### src/rtl/load_store_unit.sv
// Data-memory initiator for RV32I loads/stores. Sub-word stores are done as
// read-modify-write of the containing word because the memory only writes words.
module load_store_unit #(
  parameter int unsigned ADDR_W = 32
) (
  input  logic              clk,
  input  logic              rst,
  input  logic              req_valid,
  output logic              req_ready,
  input  logic              req_we,
  input  logic [2:0]        req_funct3,
  input  logic [ADDR_W-1:0] req_addr,
  input  logic [31:0]       req_wdata,
  output logic              resp_valid,
  output logic [31:0]       resp_rdata,
  output logic              resp_err,
  output logic              mem_memrw,
  output logic [ADDR_W-1:0] mem_address,
  output logic [31:0]       mem_data_write,
  input  logic [31:0]       mem_data_read
);

  typedef enum logic [1:0] {IDLE, RD, WR, DONE} state_e;

  state_e            state_q, state_d;
  logic              we_q;
  logic [2:0]        funct3_q;
  logic [ADDR_W-1:0] addr_q;
  logic [31:0]       wdata_q;
  logic [31:0]       rdata_q;
  logic              err_q;

  logic              accept;
  logic              legal;
  logic              misaligned;
  logic              req_err;
  logic [ADDR_W-1:0] word_addr;
  logic [7:0]        lane_byte;
  logic [15:0]       lane_half;
  logic [31:0]       load_val;
  logic [31:0]       merged;

  assign req_ready = (state_q == IDLE);
  assign accept    = req_valid && req_ready;
  assign word_addr = {addr_q[ADDR_W-1:2], 2'b00};

  // Request classification is done on the live inputs so the error path
  // can skip memory entirely.
  always_comb begin
    legal      = 1'b0;
    misaligned = 1'b0;
    case (req_funct3)
      3'd0, 3'd1, 3'd2: legal = 1'b1;
      3'd4, 3'd5:       legal = !req_we;
      default:          legal = 1'b0;
    endcase
    case (req_funct3[1:0])
      2'd1:    misaligned = req_addr[0];
      2'd2:    misaligned = |req_addr[1:0];
      default: misaligned = 1'b0;
    endcase
    req_err = !legal || misaligned;
  end

  always_comb begin
    state_d = state_q;
    case (state_q)
      IDLE: begin
        if (req_valid) begin
          if (req_err)                               state_d = DONE;
          else if (req_we && req_funct3[1:0] == 2'd2) state_d = WR;
          else                                       state_d = RD;
        end
      end
      RD:      state_d = we_q ? WR : DONE;
      WR:      state_d = DONE;
      DONE:    state_d = IDLE;
      default: state_d = IDLE;
    endcase
  end

  always_ff @(posedge clk) begin
    if (rst) begin
      state_q  <= IDLE;
      we_q     <= 1'b0;
      funct3_q <= '0;
      addr_q   <= '0;
      wdata_q  <= '0;
      rdata_q  <= '0;
      err_q    <= 1'b0;
    end else begin
      state_q <= state_d;
      if (accept) begin
        we_q     <= req_we;
        funct3_q <= req_funct3;
        addr_q   <= req_addr;
        wdata_q  <= req_wdata;
        err_q    <= req_err;
      end
      if (state_q == RD) rdata_q <= mem_data_read;
    end
  end

  always_comb begin
    lane_byte = rdata_q[{addr_q[1:0], 3'b000} +: 8];
    lane_half = addr_q[1] ? rdata_q[31:16] : rdata_q[15:0];
    case (funct3_q)
      3'd0:    load_val = {{24{lane_byte[7]}}, lane_byte};
      3'd1:    load_val = {{16{lane_half[15]}}, lane_half};
      3'd4:    load_val = {24'd0, lane_byte};
      3'd5:    load_val = {16'd0, lane_half};
      default: load_val = rdata_q;
    endcase
  end

  always_comb begin
    merged = rdata_q;
    case (funct3_q[1:0])
      2'd0: merged[{addr_q[1:0], 3'b000} +: 8] = wdata_q[7:0];
      2'd1: begin
        if (addr_q[1]) merged[31:16] = wdata_q[15:0];
        else           merged[15:0]  = wdata_q[15:0];
      end
      default: merged = wdata_q;
    endcase
  end

  assign mem_memrw      = (state_q == WR);
  assign mem_address    = (state_q == RD || state_q == WR) ? word_addr : '0;
  assign mem_data_write = (state_q == WR) ? merged : '0;
  assign resp_valid     = (state_q == DONE);
  assign resp_err       = (state_q == DONE) && err_q;
  assign resp_rdata     = (state_q == DONE && !we_q && !err_q) ? load_val : '0;

endmodule

### config.mk
export PLATFORM = sky130hd
export DESIGN_NAME = load_store_unit
export DESIGN_NICKNAME = d
export VERILOG_FILES = /design/src/rtl/load_store_unit.sv
export SDC_FILE = /design/constraint.sdc
export NUM_CORES = 1
export LEC_CHECK = 0
export BUFFER_PORTS_ARGS = -buffer_cell sky130_fd_sc_hd__buf_2
export CORE_MARGIN = 2
export CORE_UTILIZATION = 47
export CTS_CLUSTER_SIZE = 30
export DETAILED_ROUTE_END_ITERATION = 12
export HOLD_SLACK_MARGIN = 0.1
export PLACE_DENSITY_LB_ADDON = 0.08
export SYNTH_ARGS = -nofsm -noshare
export SYNTH_HDL_FRONTEND = slang
export SYNTH_SLANG_ARGS = --single-unit
### constraint.sdc
create_clock -name clk -period 3.5 [get_ports clk]
set_input_delay 0.875 -clock clk [delete_from_list [all_inputs] [get_ports clk]]
set_output_delay 0.875 -clock clk [all_outputs]
set_load 0.02 [all_outputs]
After elaboration in Yosys (flattened, before gate mapping)

Index checks and enable logic that the tools add are counted.

Register bits: 103
Bits of input ports: 103
Logic and storage cells: 59

Add/subtract/negate cells: 1
Equal/unequal tests: 14
Shift-type cells: 3
Multiplexer cells: 16
Reductions and logical operators: 18

Operator list:

| operator                 | count |
|---|---|
| $pmux W32 S4             | 1 |
| $mux W32                 | 3 |
| $pmux W32 S2             | 1 |
| $mux W16                 | 3 |
| $bwmux W32               | 1 |
| $shift A8 B7 Y32 const A | 1 |
| $shiftx A32 B6 Y8        | 1 |
| $shiftx A8 B7 Y32        | 1 |
| $eq A3 B3 Y1 const B     | 4 |
| $pmux W2 S4              | 1 |
| $neg A5 Y7               | 1 |
| $eq A2 B1 Y1 const B     | 3 |
| $eq A2 B2 Y1 const B     | 3 |
| $eq A3 B1 Y1 const B     | 2 |
| $logic_not A3 Y1         | 2 |
| $mux W2                  | 3 |
| $logic_and A1 B1 Y1      | 5 |
| $logic_not A1 Y1         | 4 |
| $logic_not A2 Y1         | 2 |
| $pmux W1 S2              | 2 |
| $reduce_or A2 Y1         | 2 |
| $eq A3 B2 Y1 const B     | 1 |
| $reduce_or A3 Y1         | 1 |
| $logic_or A1 B1 Y1       | 2 |
| 2 further kinds          | 2 |

Longest topological paths before layout

Gate-level depths: netlist (run 1).

Depth in word-level cells: 8
Gate-level depth with buffers: 8
Depth with buffers taken out: 6

Worst setup path before layout (run 1)

No wires, ideal clock.

Path kind: flip-flop to output port
Start: reg addr_q[1]
End: out mem_data_write[0]
Arrival time: 2.139 ns
Data required time: 2.625 ns
Setup slack: 0.486 ns
Cell stages (with the launch flop): 7
Cells stage by stage: dfxtp_1 -> buf_4 -> inv_1 -> ha_1 -> o31ai_2 -> nand2_1 -> a221oi_1

Longest elaborated chain between the ends: 5
Elaborated cells on any way between the ends: 7
Those cells by class: add/sub (1); shift (2); mux (4)

RTL lines:

| item                                                  | line | RTL |
|---|---|---|
| start, declared                                       | 28   | `logic [ADDR_W-1:0] addr_q;` |
| start signal, assigned                                | 96   | `addr_q <= req_addr;` |
| $neg A5 Y7                                            | 119  | `2'd0: merged[{addr_q[1:0], 3'b000} +: 8] = wdata_q[7:0];` |
| $shiftx A8 B7 Y32 or $shift A8 B7 Y32 (tied branches) | 119  |  |
| $bwmux W32                                            | 119  |  |
| $pmux W32 S2 (*)                                      | 118  | `case (funct3_q[1:0])` |
| $mux W32 (*)                                          | 130  | `assign mem_data_write = (state_q == WR) ? merged : '0;` |
| end, declared                                         | 19   | `output logic [31:0] mem_data_write,` |

Every way passes the cells marked *; elsewhere a longest branch is shown, timed or not.

Worst setup path after layout (run 1)

Start: reg addr_q[0]
End: out mem_data_write[2]

Longest elaborated chain between the ends: 5
Elaborated cells on any way between the ends: 6
Those cells by class: add/sub (1); shift (2); mux (3)

RTL lines:

| item                                                  | line |
|---|---|
| $neg A5 Y7 (*)                                        | 119 |
| $shiftx A8 B7 Y32 or $shift A8 B7 Y32 (tied branches) | 119 |
| $bwmux W32 (*)                                        | 119 |
| $pmux W32 S2 (*)                                      | 118 |
| $mux W32 (*)                                          | 130 |

Marks and branches as above.

==> results of run 1 <==
-- power groups by stage --
stage | clock network (mW) | registers (mW) | logic (mW)
floorplan | 0 | 1.59 | 1.53
global placement | 0 | 1.74 | 1.93
detailed placement | 0 | 1.74 | 1.97
CTS | 1.00 | 1.72 | 1.98
global route | 1.05 | 1.76 | 2.18
finish | 0.981 | 1.74 | 1.97
-- layer usage --
metal / share of wire / global-route usage / vias up
met1: 0.41 / 0.350 / 2762
met3: 0.080 / 0.0741 / 49
met2: 0.48 / 0.484 / 277
li1: - / - / 2907
met4: 0.035 / 0.107 / 0
met5: 0 / 0 / -
-- critical path: cells and delay by family (launching register included) --
kind	cells	cell delay, ps
DFF	1	470
adders and majority gates	1	420
buffers and inverters	2	390
AOI/OAI and AO/OA	2	730
and+or+nand+nor	1	110
-- cells in the final DEF (no fill, tap or decap), types with 2 or more instances in the layout --
cell type and instances:
a21o_1 18, conb_1 2, o32ai_1 7, inv_6 2
mux2_2 9, buf_4 17, o221ai_1 7, and2_1 31
o21ai_0 20, ha_1 11, nand2_1 165, a31o_2 2
nor4_4 2, nor2b_1 12, nor2_1 52, inv_1 11
clkbuf_16 9, a21oi_1 89, nor3_1 10, a211oi_1 9
a221oi_1 16, o22ai_1 8, nand2b_1 4, buf_2 200
a22oi_1 23, o211ai_1 2, nand3_1 3, nor2_2 2
mux2i_1 50, dfxtp_1 102
-- flip-flops by register name (all words and copies together) (netlist names) --
register and cells:
wdata_q 32, rdata_q 32, err_q 1, we_q 1
addr_q 32, state_q 2, funct3_q 3
-- final timing paths --
kind | from | end | depth (start not counted)
hold reg to reg | addr_q[2]$_SDFFE_PP0P_ | addr_q[2]$_SDFFE_PP0P_ | 2
hold / removal | addr_q[2]$_SDFFE_PP0P_ | addr_q[2]$_SDFFE_PP0P_ | 2
setup reg to reg | state_q[0]$_SDFFE_PP0P_ | err_q$_SDFFE_PP0P_ | 6
setup / recovery | addr_q[0]$_SDFFE_PP0P_ | mem_data_write[2] | 6
-- kinds of logic (layout without fill, tap and decap cells) --
group,Yosys count,in the layout
and+or+nand+nor,289,289
AOI/OAI and AO/OA,204,204
DFF,103,103
buffers and inverters,74,245
muxes,59,59
adders and majority gates,12,12
other,1,2
-- metrics by stage --
| step | setup slack, ps | hold WS (ps) | power [mW] | instance area (µm²) |
|---|---|---|---|---|
| 3_3_place_gp | 402 | 438 | 3.67 | 6770 |
| 5_1_grt | 36.0 | 472 | 4.98 | 7080 |
| 6_report | 145 | 453 | 4.69 | 7080 |
| 3_5_place_dp | 236 | 444 | 3.71 | 6770 |
| 2_1_floorplan | 486 | 432 | 3.12 | 5750 |
| 4_1_cts | 157 | 455 | 4.70 | 7080 |
-- final cells by class --
class | instances | area (µm²) | area share
Clock buffer | 10 | 229 | 0.0323
Tap cell | 147 | 184 | 0.0260
Clock inverter | 6 | 61.3 | 0.00866
Inverter | 12 | 45.0 | 0.00636
Sequential cell | 103 | 2060 | 0.291
Multi-Input combinational cell | 566 | 3370 | 0.476
Timing Repair Buffer | 217 | 1130 | 0.159
-- repair_timing --
action / CTS / global route
endpoints found under the hold margin: 0 / 0
endpoints found under the setup margin: 21 / 1
resized for setup: 3 / 1
setup buffers: 1 / 0
pin swaps: 1 / 0
==> impl_metrics.yaml, run 1 <==
grt:
  grt_pass1_vias: 5601
  antenna_found_initial: 0
  grt_max_degree: 51
  grt_usage: 0.287
  overflow: 0
  grt_pass1_wl_um: 29000
floorplan:
  coreArea_um2: 12000
  die_x_um: 115
  io_pins: 203
  start_util: 0.481
  rows: 40
  die_h_um: 115
  die_area_um2: 13100
route:
  final_antenna_net_count: 0
  via_per_inst: 5.65
  dr.pass1.iters: 7
  routed_wirelength_um: 19000
  vias: 5995
  drc: 0
  detail_route.wl_per_cell_um: 17.9
  drt_iter0_drc: 445
power_and_ir_drop:
  p_seq_frac: 0.370
  combPwrFrac: 0.421
  p_clk_frac: 0.209
  internal_power_mw: 2.65
  p_sw_frac: 0.435
  leakagePower_nw: 3.15
  ir_drop_uv: 508
  power_density_nw_per_um2: 663
  p_sw_mw: 2.04
final_layout:
  diodes: 0
  drive_gt1_frac: 0.279
  finalNonFillerCells: 1061
  fin_util: 0.592
  syn2layout_area_growth_pct: 23.2
  fill_cells: 1137
  fin_nets: 1024
synthesis:
  postSynthAreaPerCell_um2: 7.75
  synth.distinct_cells: 41
  synth-compound-area-share: 0.225
  async_reset_ff_frac: 0
  ys.flop_type: "dfxtp_1"
  synth_edf_count: 0
  synth_top_area_share: 0.359
  syn_inst: 742
  synth-seq-area-share: 0.359
  synth-simple-area-share: 0.225
  synth_xor_area_frac: 0
  netlist_top_cells_count: "nand2_1, dfxtp_1, a21oi_1, nor2_1, mux2i_1"
  ys_seq_elements: 103
  synth_top_area_cell: "dfxtp_1"
  synthAdderAreaFrac: 0.0261
  synth_area_leaders: "dfxtp_1, nand2_1, mux2i_1, a21oi_1, and2_1"
  mappedNetlistArea_um2: 5750
  ys_warn_count: 0
  yosys-mux-area-fraction: 0.105
  synth_top_family_by_area: "simple AND/OR/NAND/NOR gates"
  synth.most_common_cell: "nand2_1"
timing:
  fin_skew_ps: 14.6
  worstMarginPinSlew_ps: 905
  max_freq_mhz: 298
  slew_headroom: 0.395
  setup_viol_count_final: 0
  fin_crit_sh: 0.959
  slew_viol_final: 0
  hold_violations: 0
  period_minus_slack_ps: 3350
  setup_tns_ps: 0
  rsz0062_at_grt: "false"
placed_design:
  gp_congestion: 0.947
  placed_cells: 1044
  io_buffers: 200
  dp_hpwl_um: 14100
clock_network:
  root_buffer: "clkbuf_16"
  cts_sinks: 103
  clkSlewWorstSetupHoldPaths_ps: 80
  cts_buffers: 9
  clk_latency_ps: 360
  ctsHoldBuffers: 0
  clock_path_buffers: 2
  tritoncts: "done"
  h-tree-depth: 3
worst_setup_path:
  slowest_stage: "dfxtp_2"
  cp_data_arrival_time_ps: 2480
  max_stage_delay_ps: 470
  start_kind: "flop"
  worstPathMaxFanout: 11
  end_kind: "primary output"
  crit_required_ps: 2620
  path_cells: "inv_1, ha_1, o31ai_4, nand2_1, a221oi_1, buf_2"
  crit_type: "reg2out"
  reg2reg_slack_ps: 1370
hold_path:
  hold_class: "reg2reg"
status:
  status: "finished, final reports clean"
job:
  maxCapViolCount: 0
Power figures use the tool's default switching activity.
==> inputs of run 2 (changes only) <==
--- a/config.mk
+++ b/config.mk
@@ -8,10 +8,13 @@
 export BUFFER_PORTS_ARGS = -buffer_cell sky130_fd_sc_hd__buf_2
 export CORE_MARGIN = 2
 export CORE_UTILIZATION = 47
+export CTS_BUF_LIST = sky130_fd_sc_hd__clkbuf_4 sky130_fd_sc_hd__clkbuf_8
 export CTS_CLUSTER_SIZE = 30
 export DETAILED_ROUTE_END_ITERATION = 12
+export GPL_TIMING_DRIVEN = 1
 export HOLD_SLACK_MARGIN = 0.1
 export PLACE_DENSITY_LB_ADDON = 0.08
 export SYNTH_ARGS = -nofsm -noshare
 export SYNTH_HDL_FRONTEND = slang
 export SYNTH_SLANG_ARGS = --single-unit
+export TNS_END_PERCENT = 10
==> impl_metrics.yaml, run 2 (synthesis results as in run 1) <==
route:
  final_antenna_net_count: 0
  detail_route.wl_per_cell_um: 17.9
  drt_iter0_drc: 447
  dr.pass1.iters: 7
  vias: 5948
  routed_wirelength_um: 19000
  via_per_inst: 5.61
  drc: 0
clock_network:
  cts_sinks: 103
  ctsHoldBuffers: 0
  h-tree-depth: 3
  cts_buffers: 9
  clkSlewWorstSetupHoldPaths_ps: 100
  clk_latency_ps: 390
  tritoncts: "done"
  root_buffer: "clkbuf_8"
  clock_path_buffers: 2
worst_setup_path:
  start_kind: "flop"
  cp_data_arrival_time_ps: 2520
  end_kind: "primary output"
  worstPathMaxFanout: 11
  crit_required_ps: 2620
  max_stage_delay_ps: 480
  crit_type: "reg2out"
  path_cells: "inv_1, ha_1, o31ai_4, nand2_1, a221oi_1, buf_2"
  slowest_stage: "dfxtp_2"
grt:
  antenna_found_initial: 0
  grt_usage: 0.287
  grt_max_degree: 51
  grt_pass1_wl_um: 29000
  grt_pass1_vias: 5576
  overflow: 0
placed_design:
  io_buffers: 200
  dp_hpwl_um: 14100
  gp_congestion: 0.947
floorplan:
  die_h_um: 115
  die_area_um2: 13100
  coreArea_um2: 12000
  rows: 40
  start_util: 0.481
  io_pins: 203
  die_x_um: 115
final_layout:
  fin_nets: 1024
  layout_common_cells: "buf_2, nand2_1, dfxtp_1, a21oi_1, nor2_1"
  drive_gt1_frac: 0.281
  fin_util: 0.585
  layout_commonest_cell: "buf_2"
  fill_cells: 1152
  diodes: 0
  reg.largest.list: "addr_q: 32 flops, rdata_q: 32 flops, wdata_q: 32 flops"
  syn2layout_area_growth_pct: 21.6
timing:
  setup_viol_count_final: 0
  fin_crit_sh: 0.970
  worstMarginPinSlew_ps: 897
  slew_headroom: 0.400
  period_minus_slack_ps: 3400
  rsz0062_at_grt: "true"
  hold_violations: 0
  fin_skew_ps: 17.7
  slew_viol_final: 0
  max_freq_mhz: 294
job:
  maxCapViolCount: 0
power_and_ir_drop:
  p_total_mw: 4.45
  ir_drop_uv: 521
  leakagePower_nw: 3.11
  power_density_nw_per_um2: 636
hold_path:
  hold_class: "reg2reg"
status:
  status: "finished, final reports clean"
[run 2: cell count changes in the layout (fill, tap and decap cells not counted)]
cell	delta
clkbuf_16	-9
clkbuf_8	+9
a211oi_1	-1
a211oi_2	+1
clkbuf_1	-1
clkbuf_4	+1
nor2_2	-1
nor2_4	+1
[run 2: layout make-up]
class | count | area (µm²) | share of cell area
Sequential cell | 103 | 2060 | 0.295
Clock inverter | 6 | 61.3 | 0.00877
Multi-Input combinational cell | 566 | 3380 | 0.483
Timing Repair Buffer | 217 | 1130 | 0.161
Tap cell | 147 | 184 | 0.0263
Inverter | 12 | 45.0 | 0.00644
Clock buffer | 10 | 131 | 0.0188
[run 2: path summary, 6_finish.rpt]
path | start | endpoint | slack [ps] | depth (start not counted)
worst max-delay path | addr_q[0]$_SDFFE_PP0P_ | mem_data_write[2] | 100 | 6
worst min-delay path | wdata_q[20]$_SDFFE_PP0P_ | wdata_q[20]$_SDFFE_PP0P_ | 460 | 2
worst max register to register | state_q[0]$_SDFFE_PP0P_ | err_q$_SDFFE_PP0P_ | 1360 | 6
worst min register to register | wdata_q[20]$_SDFFE_PP0P_ | wdata_q[20]$_SDFFE_PP0P_ | 460 | 2
[run 2: report_power, final]
group | internal (mW) | total, mW | switching [mW]
combinational | 0.742 | 1.98 | 1.23
clock | 0.284 | 0.735 | 0.451
sequential | 1.41 | 1.74 | 0.327
total | 2.44 | 4.45 | 2.01
[run 2: critical path, delay by kind of cell, from the launching register on]
kind / cells / cell delay, ps
compound gates: 2 / 730
flops: 1 / 480
fa+ha+maj: 1 / 430
buf+inv: 2 / 400
simple gates: 1 / 110
[run 2: what timing repair did]
item | 4_1_cts | 5_1_grt
resized for setup | 2 | 4
buffers inserted | 0 | 1
pin swaps | 1 | 1
endpoints found under the setup margin | 23 | 24
[run 2: metrics by stage]
stage / cells / hold slack, ps / cell area, µm² / worst slack, ps / TNS, ps
2_1_floorplan: 743 / 432 / 5750 / 486 / 0
3_3_place_gp: 1044 / 438 / 6770 / 402 / 0
3_5_place_dp: 1044 / 444 / 6770 / 236 / 0
4_1_cts: 1060 / 459 / 6970 / 30.7 / 0
5_1_grt: 1061 / 477 / 6990 / -11.3 / -11.3
6_report: 1061 / 457 / 6990 / 104 / 0
[run 2: metal layers]
layer | track usage | wire length, µm | vias up
met4 | 0.114 | 675 | 0
met2 | 0.483 | 9050 | 252
met5 | 0 | 0 | -
met1 | 0.351 | 7840 | 2735
met3 | 0.0715 | 1400 | 48
li1 | - | - | 2913
